`src/rtl/uart_pkg.sv`:
```
// Shared UART definitions: FSM state encodings, data width and bit-period helpers.
// Used by both the transmit and receive sides of the keyboard link.
package uart_pkg;

  localparam int C_DATA_W = 8;

  localparam logic [2:0] sIdle   = 3'd0;
  localparam logic [2:0] sStart  = 3'd1;
  localparam logic [2:0] sData   = 3'd2;
  localparam logic [2:0] sParity = 3'd3;
  localparam logic [2:0] sStop   = 3'd4;

  // Bit period in clock cycles; integer division truncates toward zero.
  function automatic int bitPeriod(input int clkFrq, input int baud);
    return clkFrq / baud;
  endfunction

  function automatic int cntWidth(input int period);
    return (period < 2) ? 1 : $clog2(period);
  endfunction

endpackage

```
`src/rtl/uart_baud_gen.sv`:
```
// Bit-period counter: tick is high for one cycle when the count reaches C_BIT-1.
// clear holds the count at zero; the counter never runs past C_BIT-1.
module uart_baud_gen
  import uart_pkg::*;
#(
  parameter int C_BIT = 868
) (
  input  logic clk,
  input  logic rst,
  input  logic clear,
  output logic tick
);

  localparam int C_W = cntWidth(C_BIT);
  localparam logic [C_W-1:0] C_LAST = C_W'(C_BIT - 1);

  logic [C_W-1:0] cnt_q;
  logic [C_W-1:0] cnt_d;

  assign tick = (cnt_q == C_LAST);

  always_comb begin
    cnt_d = cnt_q + C_W'(1);
    if (clear || tick) cnt_d = '0;
  end

  always_ff @(posedge clk or posedge rst) begin
    if (rst) cnt_q <= '0;
    else     cnt_q <= cnt_d;
  end

endmodule

```
`src/rtl/uart_tx.sv`:
```
// UART transmitter, 8N1, LSB first, valid/ready byte input, all outputs registered.
// Define UART_TX_PARITY_EN to insert an even-parity bit between data and stop.
module uart_tx
  import uart_pkg::*;
#(
  parameter int C_CLK_FRQ = 100_000_000,
  parameter int C_BAUD    = 115_200
) (
  input  logic                clk,
  input  logic                rst,
  input  logic                UART_valid,
  input  logic [C_DATA_W-1:0] UART_msg,
  output logic                UART_ready,
  output logic                UART_tx,
  output logic                UART_done
);

  localparam int C_BIT = bitPeriod(C_CLK_FRQ, C_BAUD);
  localparam int C_BW  = $clog2(C_DATA_W);
  localparam logic [C_BW-1:0] C_LAST_BIT = C_BW'(C_DATA_W - 1);

  logic [2:0]          state_q, state_d;
  logic [C_BW-1:0]     bitCnt_q, bitCnt_d;
  logic [C_DATA_W-1:0] shift_q, shift_d;
  logic                tx_q, tx_d;
  logic                ready_q, ready_d;
  logic                done_q, done_d;
`ifdef UART_TX_PARITY_EN
  logic                parity_q, parity_d;
`endif

  logic tick;
  logic baudClear;

  // The counter idles at zero, so the first bit after a transfer is full length.
  assign baudClear = (state_q == sIdle);

  uart_baud_gen #(
    .C_BIT(C_BIT)
  ) u_baud (
    .clk  (clk),
    .rst  (rst),
    .clear(baudClear),
    .tick (tick)
  );

  always_comb begin
    state_d  = state_q;
    bitCnt_d = bitCnt_q;
    shift_d  = shift_q;
    done_d   = 1'b0;
`ifdef UART_TX_PARITY_EN
    parity_d = parity_q;
`endif
    case (state_q)
      sIdle: begin
        if (UART_valid && ready_q) begin
          state_d  = sStart;
          shift_d  = UART_msg;
          bitCnt_d = '0;
`ifdef UART_TX_PARITY_EN
          parity_d = ^UART_msg;
`endif
        end
      end
      sStart: if (tick) state_d = sData;
      sData: begin
        if (tick) begin
          shift_d = shift_q >> 1;
          if (bitCnt_q == C_LAST_BIT) begin
            bitCnt_d = '0;
`ifdef UART_TX_PARITY_EN
            state_d  = sParity;
`else
            state_d  = sStop;
`endif
          end else begin
            bitCnt_d = bitCnt_q + C_BW'(1);
          end
        end
      end
`ifdef UART_TX_PARITY_EN
      sParity: if (tick) state_d = sStop;
`endif
      sStop: begin
        if (tick) begin
          state_d = sIdle;
          done_d  = 1'b1;
        end
      end
      default: state_d = sIdle;
    endcase

    // Outputs follow the next state so they change on the same edge as the FSM.
    case (state_d)
      sStart:  tx_d = 1'b0;
      sData:   tx_d = shift_d[0];
`ifdef UART_TX_PARITY_EN
      sParity: tx_d = parity_d;
`endif
      default: tx_d = 1'b1;
    endcase
    ready_d = (state_d == sIdle);
  end

  always_ff @(posedge clk or posedge rst) begin
    if (rst) begin
      state_q  <= sIdle;
      bitCnt_q <= '0;
      shift_q  <= '0;
      tx_q     <= 1'b1;
      ready_q  <= 1'b1;
      done_q   <= 1'b0;
`ifdef UART_TX_PARITY_EN
      parity_q <= 1'b0;
`endif
    end else begin
      state_q  <= state_d;
      bitCnt_q <= bitCnt_d;
      shift_q  <= shift_d;
      tx_q     <= tx_d;
      ready_q  <= ready_d;
      done_q   <= done_d;
`ifdef UART_TX_PARITY_EN
      parity_q <= parity_d;
`endif
    end
  end

  assign UART_tx    = tx_q;
  assign UART_ready = ready_q;
  assign UART_done  = done_q;

endmodule

```
`config.mk`:
```
export PLATFORM = sky130hd
export DESIGN_NAME = uart_tx
export DESIGN_NICKNAME = d
export VERILOG_FILES = /design/src/rtl/uart_pkg.sv /design/src/rtl/uart_baud_gen.sv /design/src/rtl/uart_tx.sv
export SDC_FILE = /design/constraint.sdc
export NUM_CORES = 1
export LEC_CHECK = 0
export ABC_AREA = 0
export BUFFER_PORTS_ARGS = -buffer_cell sky130_fd_sc_hd__buf_2
export CORE_MARGIN = 1.5
export CORE_UTILIZATION = 50
export DETAILED_ROUTE_END_ITERATION = 6
export GPL_ROUTABILITY_DRIVEN = 0
export PLACE_DENSITY_LB_ADDON = 0.12
export SETUP_SLACK_MARGIN = 0.1
export SLEW_MARGIN = 20
export SYNTH_ARGS = -nofsm -noshare
export SYNTH_HDL_FRONTEND = slang
export SYNTH_SLANG_ARGS = --single-unit
```
`constraint.sdc`:
```
create_clock -name clk -period 1.9 [get_ports clk]
set_clock_uncertainty 0.15 [all_clocks]
set_input_delay 0.38 -clock clk [delete_from_list [all_inputs] [get_ports clk]]
set_output_delay 0.38 -clock clk [all_outputs]
set_load 0.005 [all_outputs]
```
==> out/results.md, run 1 <==
### Logic synthesis
- count of mapped cells out of synthesis: 123
- mean cell area of the mapped netlist: 11.0 µm²
- sequential share of the synthesized area: 50.1%
- Post-Synthesis Cell Area: 0.00135 mm²
- Async S/R FF share, synth: 100%
- ys flop type: dfrtp_1
- Post-synth EDFFs: 0
- total of flip-flops plus latches after synthesis: 27
- number of distinct standard cells referenced by the synthesized netlist: 40
- Synthesis Warnings: 0
- Synth Net Count: 137

### Cells and area
- layout cell share with drive strength beyond 1: 40.8%
- commonest cells after routing, fill and taps aside: dfrtp_1 (25), buf_4 (19), buf_2 (13)
- Antenna Diode Count: 0
- fin nets: 172
- commonest non-fill, non-tap cell in the layout: dfrtp_1
- Layout Cells excl Fill: 187
- Area growth, synth to finish: 23.4%

### STA
- achievable clock frequency: 530 MHz
- count of endpoints failing setup in the final report: 0
- slew margin rel.: 76.4%
- aggregate negative setup slack: 0 ns
- transition time of the tightest slew-check pin: 0.354 ns
- final cycle utilization of the critical path: 99.2%
- Period minus WS final: 1.89 ns
- Hold Slack: 0.134 ns
- number of hold-slack violations in the final timing report: 0
- Pins Over Slew Limit: 0
- RSZ-0062 raised after global routing: true

### Global route
- antenna violations before repair: 0
- Global Route Usage Sum: 19.7%
- first-pass GRT wire length: 4.30 mm
- vias in the first global route: 1,002
- pin count of the biggest net entering global routing: 28
- global route overflow: 0

### Drt
- met3 layer wire length in the routed design: 48 µm
- remaining number of nets flagged by the antenna check after routing: 0
- Routed wire per std cell: 14.1 µm
- highest routed metal layer: met4
- Detail Route met2 WL: 1.26 mm
- wire length on met1: 1.31 mm
- first-pass iteration count of the detailed router: 4
- vias after detailed routing: 1,035
- Vias/cell: 5.53
- Post-Route WL: 2.63 mm
- Starting DRT DRC Count: 15
- DRC: 0

### Worst setup path
- data required time of the critical path: 1.98 ns
- sort of element at the end of the critical path: register
- peak fanout along the critical path: 5
- critical path startpoint category: register
- CP arrival: 1.97 ns
- critical path class: register to register

### Die
- count of standard-cell rows: 18
- floorplan die height: 55.0 µm
- total core area: 0.00252 mm²
- DIE WIDTH: 55.0 µm
- initial cell density of the core: 53.6%
- number of top-level pins: 14
- Total Die Area: 0.00303 mm²

### Power and ir drop
- PD cells: 512 mW/mm²
- highest ir drop seen on vdd: 507 µV
- Leakage: 0.000818 µW
- total power: 854 µW

### Job
- # Max-Cap Violations: 0

### Clock network
- number of buffers created by CTS: 3
- H-tree depth: 1
- insertion delay to the later sink of the worst-skew pair: 0.33 ns
- deepest clock path buffer count: 2
- clock slew at the register clock pins of the worst setup and hold paths: 0.16 ns
- CTS root buf: clkbuf_4
- sinks on the clock net: 27
- clock tree from TritonCTS: yes

### Placement
- count of placed standard cells including taps: 180
- half-perimeter wire length after placement: 1.90 mm
- IO buf count: 13

### Worst hold path
- Hold WC Path Type: input pin to register

### Status
- result of the run: complete, no violations

[repair_timing]
action / in CTS / in global routing
pin swaps: 3 / 1
resized for setup: 5 / 6
hold endpoints to repair: 25 / 0
endpoints found under the setup margin: 24 / 24
setup buffers: 0 / 1
gates cloned: 1 / 0
hold buffers: 1 / 0
[per-layer routing]
layer,up-vias,track usage (%)
met2,12,31.5
met4,0,7.72
met1,507,27.0
met3,2,2.42
met5,-,0
li1,514,-
[kinds of logic (layout without fill, tap and decap cells)]
| kind of cell | after synthesis | in the layout | share of synthesized area, % |
|---|---|---|---|
| flops | 27 | 27 | 50.1 |
| buf+inv | 8 | 41 | 3.52 |
| fa+ha+maj | 3 | 3 | 2.78 |
| simple gates | 54 | 55 | 24.6 |
| compound gates | 22 | 22 | 12.7 |
| xor+xnor | 8 | 8 | 5.18 |
| mux | 1 | 1 | 1.11 |
[path summary, 6_finish.rpt]
check	startpoint	cells past startpoint	to	slack [ns]
min in group asynchronous	rst	4	u_baud.cnt_q[1]	0.49
min reg2reg	shift_q[3]	1	shift_q[3]	0.36
max in group asynchronous	rst	4	UART_ready	0.80
min	UART_msg[7]	2	shift_q[7]	0.13
max	u_baud.cnt_q[1]	6	bitCnt_q[0]	0.01
max reg2reg	u_baud.cnt_q[1]	6	bitCnt_q[0]	0.01
[layout make-up]
cell class                      instances  area (µm²)
Clock buffer                            3        22.5
Clock inverter                          1        7.51
Fill cell                             212         853
Inverter                                2        7.51
Multi-Input combinational cell         89         676
Sequential cell                        27         678
Tap cell                               30        37.5
Timing Repair Buffer                   35         240
[where the power goes]
| group | leakage [µW] | switching [µW] | internal (µW) | total, µW |
|---|---|---|---|---|
| Clock | 0.0000139 | 174 | 80.4 | 255 |
| Combinational | 0.000459 | 14.4 | 10.2 | 24.6 |
| Sequential | 0.000345 | 0 | 575 | 575 |
| Total | 0.000818 | 189 | 666 | 854 |
[critical path: stages (launching register included)]
cell and delay [ns]:
dfrtp_1 0.38, ha_2 0.17, or3b_4 0.41, nor4_4 0.16, buf_6 0.16, nor2_4 0.05
mux2_4 0.30
[stage by stage]
stage	utilization, %	instance area, µm²	setup WS [ns]
6_report	66.2	1670	0.0143
2_1_floorplan	-	1360	-0.0922
3_3_place_gp	62.3	1570	0.00467
5_1_grt	66.2	1670	-0.0543
3_5_place_dp	62.3	1570	-0.0285
4_1_cts	64.8	1630	-0.00557
[flip-flops by register name, summed over array words and instances, names as in the netlist]
name	count
u_baud.cnt_q	10
shift_q	8
bitCnt_q	3
state_q	3
UART_done	1
UART_ready	1
UART_tx	1
[cells in the mapped netlist (2+ instances only)]
cell | n | share of area, %
nand4bb_1 | 3 | 2.5
nand3_1 | 8 | 3.0
dfstp_2 | 2 | 3.9
nand2b_1 | 2 | 0.92
o21ai_0 | 3 | 1.1
buf_2 | 2 | 0.74
nor3b_1 | 2 | 1.1
nor2_1 | 11 | 3.1
and2_1 | 2 | 0.92
ha_1 | 3 | 2.8
dfrtp_1 | 25 | 46
clkbuf_1 | 2 | 0.56
a22o_1 | 6 | 3.9
buf_6 | 2 | 1.7
a21o_2 | 6 | 3.9
nand2_1 | 8 | 2.2
nor3_1 | 4 | 1.5
xnor2_1 | 3 | 1.9
inv_1 | 2 | 0.56
xor2_1 | 5 | 3.2
and3_1 | 2 | 0.92
or4_1 | 2 | 1.1
Note: power is estimated with default switching activity, not from simulation.
==> run 2: changes to the inputs <==
REMOVE_ABC_BUFFERS = 1   (was not set)
==> run 2 against run 1 <==
Combinational power hardly changed. Hold slack worse by 0.0026 ns. Register-to-register slack hardly changed. Largest power group unchanged. Highest routed layer unchanged. Final cell count is 1.1% lower. Setup slack worse by 0.0096 ns. First-iteration DRC count is 33% higher. Core utilization is 0.30 points lower. Clock power is 2% higher. Routed wire length is 6.2% higher. Maximum frequency is 0.51% lower. Critical path depth stayed put.
==> out/results.md, run 2 (same netlist as run 1, synthesis figures left out) <==
### Status
- result of the run: complete, no violations, unchanged

### Drt
- Vias/cell: 5.72, was 5.53
- DRC: 0, unchanged
- Routed wire per std cell: 15.1 µm, was 14.1 µm
- vias after detailed routing: 1,058, was 1,035
- Post-Route WL: 2.80 mm, was 2.63 mm
- first-pass iteration count of the detailed router: 4, unchanged
- Starting DRT DRC Count: 20, was 15
- remaining number of nets flagged by the antenna check after routing: 0, unchanged

### Worst setup path
- peak fanout along the critical path: 4, was 5
- critical path startpoint category: register, unchanged
- data required time of the critical path: 1.97 ns, was 1.98 ns
- number of cell instances on the worst register-to-register path: 6, unchanged
- Critical path origin: u_baud.cnt_q[0], was u_baud.cnt_q[1]
- sort of element at the end of the critical path: register, unchanged
- CP arrival: 1.96 ns, was 1.97 ns
- capture point of the worst path: u_baud.cnt_q[9], was bitCnt_q[0]
- critical path class: register to register, unchanged
- capturing point of the worst reg2reg path: u_baud.cnt_q[9], was bitCnt_q[0]
- worst reg2reg startpoint: u_baud.cnt_q[0], was u_baud.cnt_q[1]
- setup slack of the worst register-to-register path: 0.005 ns, was 0.01 ns

### STA
- slew margin rel.: 75.8%, was 76.4%
- transition time of the tightest slew-check pin: 0.359 ns, was 0.354 ns
- final cycle utilization of the critical path: 99.8%, was 99.2%
- crit path setup slack, layout: 0.00466 ns, was 0.0143 ns
- number of hold-slack violations in the final timing report: 0, unchanged
- achievable clock frequency: 528 MHz, was 530 MHz
- count of endpoints failing setup in the final report: 0, unchanged
- Period minus WS final: 1.90 ns, was 1.89 ns
- Pins Over Slew Limit: 0, unchanged
- RSZ-0062 raised after global routing: true, unchanged

### Die
- DIE WIDTH: 55.0 µm, unchanged
- number of top-level pins: 14, unchanged
- Total Die Area: 0.00303 mm², unchanged
- initial cell density of the core: 53.6%, unchanged
- floorplan die height: 55.0 µm, unchanged
- count of standard-cell rows: 18, unchanged
- total core area: 0.00252 mm², unchanged

### Placement
- half-perimeter wire length after placement: 1.83 mm, was 1.90 mm
- Placement Setup Slack: -0.0835 ns, was -0.0285 ns
- IO buf count: 13, unchanged

### Power and ir drop
- highest ir drop seen on vdd: 525 µV, was 507 µV
- PD cells: 516 mW/mm², was 512 mW/mm²
- total power: 858 µW, was 854 µW
- Leakage: 0.000813 µW, was 0.000818 µW

### Cells and area
- fin nets: 170, was 172
- Seq. cell area: 678 µm², unchanged
- Largest register FFs: 10, unchanged
- biggest registers after layout: u_baud.cnt_q x10, shift_q x8, unchanged
- area of the multi-input gates: 701 µm², was 676 µm²
- layout cell share with drive strength beyond 1: 40.6%, was 40.8%
- commonest non-fill, non-tap cell in the layout: dfrtp_1, unchanged
- Biggest register: u_baud.cnt_q, unchanged
- number of fill cells in the layout: 219, was 212
- Area growth, synth to finish: 22.8%, was 23.4%
- commonest cells after routing, fill and taps aside: dfrtp_1 (25), buf_4 (18), buf_2 (13), was dfrtp_1 (25), buf_4 (19), buf_2 (13)
- Antenna Diode Count: 0, unchanged

### Clock network
- sinks on the clock net: 27, unchanged
- H-tree depth: 1, unchanged
- insertion delay to the later sink of the worst-skew pair: 0.34 ns, was 0.33 ns
- CTS root buf: clkbuf_4, unchanged
- clock slew at the register clock pins of the worst setup and hold paths: 0.14 ns, was 0.16 ns
- number of buffers created by CTS: 3, unchanged
- clock tree from TritonCTS: yes, unchanged
- deepest clock path buffer count: 2, unchanged

### Global route
- antenna violations before repair: 0, unchanged
- pin count of the biggest net entering global routing: 28, unchanged
- Global Route Usage Sum: 20.3%, was 19.7%
- first-pass GRT wire length: 4.38 mm, was 4.30 mm
- global route overflow: 0, unchanged
- vias in the first global route: 1,022, was 1,002

### Job
- # Max-Cap Violations: 0, unchanged

### Worst hold path
- Hold WC Path Type: input pin to register, unchanged

run 2: routing by layer:
metal | track usage [%] | vias up | part of all wire [%]
met5 | 0 | - | 0
met4 | 9.35 | 0 | 1.6
met3 | 3.23 | 7 | 3.4
met2 | 31.2 | 22 | 45
met1 | 28.0 | 514 | 50
li1 | - | 515 | -
run 2: worst max-delay path, cell delays in order (launching register included):
cell and delay, ns:
dfrtp_1 0.38, ha_1 0.16, or3b_4 0.42, or3_4 0.35, buf_4 0.15, o211ai_1 0.07
a31oi_1 0.11
run 2: area by class of cell:
class	count	area share, %
Timing Repair Buffer	32	12.7
Multi-Input combinational cell	90	42.2
Clock inverter	1	0.301
Tap cell	30	2.26
Sequential cell	27	40.8
Inverter	2	0.452
Clock buffer	3	1.36
run 2: report_power, final:
group | switching [µW] | total (µW) | leakage (µW) | internal, µW
clock network | 179 | 259 | 0.0000177 | 79.2
logic | 14.2 | 24.3 | 0.000450 | 10.2
registers | 0 | 575 | 0.000345 | 575
run 2: worst min path at each step:
| stage | startpoint | to | slack (ns) | cells after the start |
|---|---|---|---|---|
| 6_report | UART_msg[7] | shift_q[7] | 0.13 | 2 |
| 5_1_grt | UART_msg[7] | shift_q[7] | 0.12 | 2 |
| 4_1_cts | UART_msg[0] | shift_q[0] | 0.11 | 3 |
| 3_5_place_dp | rst | shift_q[7] | 0.31 | 3 |
| 3_3_place_gp | rst | shift_q[6] | 0.30 | 3 |
| 2_1_floorplan | rst | UART_done | 0.28 | 1 |
run 2: stage by stage:
step | hold WS, ns | instance area, µm² | utilization [%] | cells | TNS, ns
2_1_floorplan | 0.281 | 1310 | - | 117 | -0.673
3_3_place_gp | 0.300 | 1530 | 60.6 | 175 | -0.185
3_5_place_dp | 0.309 | 1530 | 60.6 | 175 | -0.677
4_1_cts | 0.113 | 1590 | 63.0 | 182 | 0
5_1_grt | 0.121 | 1660 | 65.9 | 185 | -0.609
6_report | 0.131 | 1660 | 65.9 | 185 | 0
run 2: repair_timing:
action                                 in CTS  in global routing
pin swaps                                   1                  0
endpoints found under the hold margin      25                  0
setup buffers                               1                  2
resized for setup                           5                  9
hold buffers                                1                  0
gates cloned                                1                  1
setup endpoints to repair                  24                 26
==> run 3: changes to the inputs <==
--- a/config.mk
+++ b/config.mk
@@ -19,2 +19,3 @@
 export SYNTH_HDL_FRONTEND = slang
+export SYNTH_HIERARCHICAL = 1
 export SYNTH_SLANG_ARGS = --single-unit
--- a/constraint.sdc
+++ b/constraint.sdc
@@ -4,2 +4,2 @@
 set_output_delay 0.38 -clock clk [all_outputs]
-set_load 0.005 [all_outputs]
+set_load 0.02 [all_outputs]
==> run 3 against run 2 <==
Core utilization increased by 3.5 points. Critical path depth increased by 2. The flow now finishes with violations (setup timing). Non-clock buffer count rose by 5. First-iteration DRC count increased by 85%. Setup slack got worse by 0.19 ns.
==> out/results.md, run 3 <==
### Worst setup path
- data required time of the critical path: 1.99 ns, was 1.97 ns
- peak fanout along the critical path: 7, was 4
- CP arrival: 2.18 ns, was 1.96 ns
- critical path class: register to register, unchanged
- crit-path max cell delay: 0.42 ns, about the same
- sort of element at the end of the critical path: register, unchanged
- slowest stage cell on the critical path: dfrtp_1, was or3b_4
- ordered list of cells on the worst path: ha_4 -> nand4bb_4 -> nor4_4 -> nand2_2 -> a211o_4 -> buf_4 -> buf_8 -> o31ai_4, was ha_1 -> or3b_4 -> or3_4 -> buf_4 -> o211ai_1 -> a31oi_1
- critical path startpoint category: register, unchanged

### Global route
- vias in the first global route: 1,195, was 1,022
- Global Route Usage Sum: 22.0%, was 20.3%
- global route overflow: 0, unchanged
- antenna violations before repair: 0, unchanged
- first-pass GRT wire length: 5.30 mm, was 4.38 mm
- pin count of the biggest net entering global routing: 18, was 28

### Clock network
- H-tree depth: 1, unchanged
- number of buffers created by CTS: 3, unchanged
- sinks on the clock net: 27, unchanged
- clock slew at the register clock pins of the worst setup and hold paths: 0.15 ns, was 0.14 ns
- insertion delay to the later sink of the worst-skew pair: 0.32 ns, was 0.34 ns
- clock tree from TritonCTS: yes, unchanged
- deepest clock path buffer count: 2, unchanged
- CTS root buf: clkbuf_4, unchanged

### Cells and area
- Largest register FFs: 10, unchanged
- biggest registers after layout: u_baud/cnt_q x10, shift_q x8, was u_baud.cnt_q x10, shift_q x8
- layout cell share with drive strength beyond 1: 39.5%, was 40.6%
- fraction of the core area covered by cells at the end of the flow: 69.4%, was 65.9%
- fin nets: 177, was 170
- commonest cells after routing, fill and taps aside: dfrtp_1 (25), buf_4 (21), buf_2 (13), was dfrtp_1 (25), buf_4 (18), buf_2 (13)
- Biggest register: u_baud/cnt_q, was u_baud.cnt_q
- Antenna Diode Count: 0, unchanged
- Area growth, synth to finish: 28.1%, was 22.8%
- commonest non-fill, non-tap cell in the layout: dfrtp_1, unchanged
- number of fill cells in the layout: 207, was 219
- cell area after layout: 0.00177 mm², was 0.00166 mm²

### STA
- achievable clock frequency: 479 MHz, was 528 MHz
- crit path setup slack, layout: -0.186 ns, was 0.00466 ns
- count of endpoints failing setup in the final report: 12, was 0
- Pins Over Slew Limit: 0, unchanged
- RSZ-0062 raised after global routing: true, unchanged
- final cycle utilization of the critical path: 110%, was 99.8%
- slew margin rel.: 56.9%, was 75.8%
- number of hold-slack violations in the final timing report: 0, unchanged
- transition time of the tightest slew-check pin: 0.646 ns, was 0.359 ns
- Period minus WS final: 2.09 ns, was 1.90 ns

### Die
- count of standard-cell rows: 18, unchanged
- Total Die Area: 0.00308 mm², was 0.00303 mm²
- floorplan die height: 55.5 µm, was 55.0 µm
- DIE WIDTH: 55.5 µm, was 55.0 µm
- number of top-level pins: 14, unchanged
- initial cell density of the core: 54.2%, was 53.6%
- total core area: 0.00254 mm², was 0.00252 mm²

### Logic synthesis
- total of flip-flops plus latches after synthesis: 27, unchanged
- library cell occupying the most area in the post-synthesis netlist: dfrtp_1, unchanged
- Async S/R FF share, synth: 100%, unchanged
- mean cell area of the mapped netlist: 10.8 µm², was 11.0 µm²
- number of distinct standard cells referenced by the synthesized netlist: 41, was 40
- most area-consuming cells after synthesis: dfrtp_1 (45%), a222oi_1 (4.4%), dfstp_2 (3.8%), buf_6 (3.3%), nand2_1 (3.0%), was dfrtp_1 (46%), dfstp_2 (3.9%), a21o_2 (3.9%), a22o_1 (3.9%), xor2_1 (3.2%)
- area fraction of the dominant cell type after synthesis: 45.4%, was 46.3%
- count of mapped cells out of synthesis: 128, was 123
- Post-Synthesis Cell Area: 0.00138 mm², was 0.00135 mm²
- most frequent cells after synthesis: dfrtp_1 (25), nand2_1 (11), inv_1 (10), nand3_1 (7), o21ai_0 (7), was dfrtp_1 (25), nor2_1 (11), nand2_1 (8), nand3_1 (8)
- Synthesis Warnings: 6, was 0
- sequential share of the synthesized area: 49.2%, was 50.1%
- most frequent cell after synthesis: dfrtp_1, unchanged
- Post-synth EDFFs: 0, unchanged
- ys flop type: dfrtp_1, unchanged

### Worst hold path
- Hold WC Path Type: input pin to register, unchanged

### Power and ir drop
- Int Power: 1060 µW, was 664 µW
- share of power burned in registers: 51.2%, was 67.0%
- logic gate share of total power: 32.6%, was 2.8%
- clock network fraction of total power: 16.2%, was 30.1%
- Switching Share: 32.1%, was 22.6%
- net switching component of the power: 502 µW, was 194 µW
- Leakage: 0.000780 µW, was 0.000813 µW
- PD cells: 885 mW/mm², was 516 mW/mm²
- highest ir drop seen on vdd: 662 µV, was 525 µV

### Status
- failing checks: setup timing
- result of the run: finished with violations, was complete, no violations

### Drt
- first-pass iteration count of the detailed router: 5, was 4
- Post-Route WL: 3.04 mm, was 2.80 mm
- Vias/cell: 5.85, was 5.72
- remaining number of nets flagged by the antenna check after routing: 0, unchanged
- Routed wire per std cell: 15.8 µm, was 15.1 µm
- DRC: 0, unchanged
- Starting DRT DRC Count: 37, was 20
- vias after detailed routing: 1,124, was 1,058

### Job
- # Max-Cap Violations: 0, unchanged

### Placement
- Placed Area: 0.00156 mm², was 0.00153 mm²
- IO buf count: 13, unchanged
- half-perimeter wire length after placement: 2.10 mm, was 1.83 mm

run 3: final timing paths:
check / start / end / slack, ns / depth (start not counted)
min in group asynchronous: rst / u_baud/cnt_q[1] / 0.43 / 3
max in group asynchronous: rst / UART_done / 0.66 / 3
worst max register to register: u_baud/cnt_q[1] / bitCnt_q[0] / -0.19 / 8
worst min-delay path: UART_msg[7] / shift_q[7] / 0.11 / 3
worst min register to register: bitCnt_q[2] / bitCnt_q[2] / 0.35 / 2
worst max-delay path: u_baud/cnt_q[1] / bitCnt_q[0] / -0.19 / 8
run 3: timing repair:
action	CTS	global route
endpoints found under the setup margin	16	16
resized for setup	13	14
hold buffers	1	0
pin swaps	9	7
hold endpoints to repair	25	0
buffers inserted	3	4
run 3: area by class of cell:
class                           instances  area, µm²  area share [%]
Clock buffer                            3       22.5            1.27
Clock inverter                          1       7.51           0.425
Inverter                               10       37.5            2.12
Multi-Input combinational cell         84        724            41.0
Sequential cell                        27        678            38.4
Tap cell                               30       37.5            2.12
Timing Repair Buffer                   37        259            14.7
run 3: cell families (layout without fill, tap and decap cells):
group	Yosys count	after routing	synth area share, %
adders and majority gates	3	3	2.72
muxes	1	1	0.817
and+or+nand+nor	51	51	23.7
xor gates and xnor gates	3	3	1.91
buffers and inverters	17	51	7.17
DFF	27	27	49.2
AOI/OAI and AO/OA	26	26	14.5
run 3: worst max-delay path, delay by kind of cell, from the launching register on:
| family | cells | cell delay [ns] |
|---|---|---|
| AND/OR/NAND/NOR | 3 | 0.42 |
| buffers and inverters | 2 | 0.28 |
| AO/OA/AOI/OAI | 2 | 0.56 |
| flip-flops | 1 | 0.42 |
| adder cells (fa/ha/maj) | 1 | 0.16 |
run 3: power by group through the flow:
stage / registers [µW] / clock network (µW) / logic (µW)
finish: 800 / 253 / 510
CTS: 787 / 272 / 458
floorplan: 814 / 0 / 226
detailed placement: 787 / 0 / 434
global route: 812 / 283 / 575
global placement: 776 / 0 / 411
run 3: routing by layer:
metal | vias to the layer above | GRT usage (%) | part of all wire [%]
li1 | 539 | - | -
met1 | 553 | 26.0 | 43
met2 | 24 | 38.4 | 52
met3 | 8 | 3.28 | 3.2
met4 | 0 | 11.1 | 1.8
met5 | - | 0 | 0
run 3: stage by stage:
stage	setup TNS, ns	cells	power, µW	setup WS, ns	hold slack (ns)
2_1_floorplan	-10.33	121	1040	-1.01	0.0702
3_3_place_gp	-2.05	182	1190	-0.228	0.235
4_1_cts	-2.86	190	1520	-0.268	0.0893
3_5_place_dp	-3.91	182	1220	-0.422	0.250
5_1_grt	-2.78	192	1670	-0.275	0.0958
6_report	-1.51	192	1560	-0.186	0.105
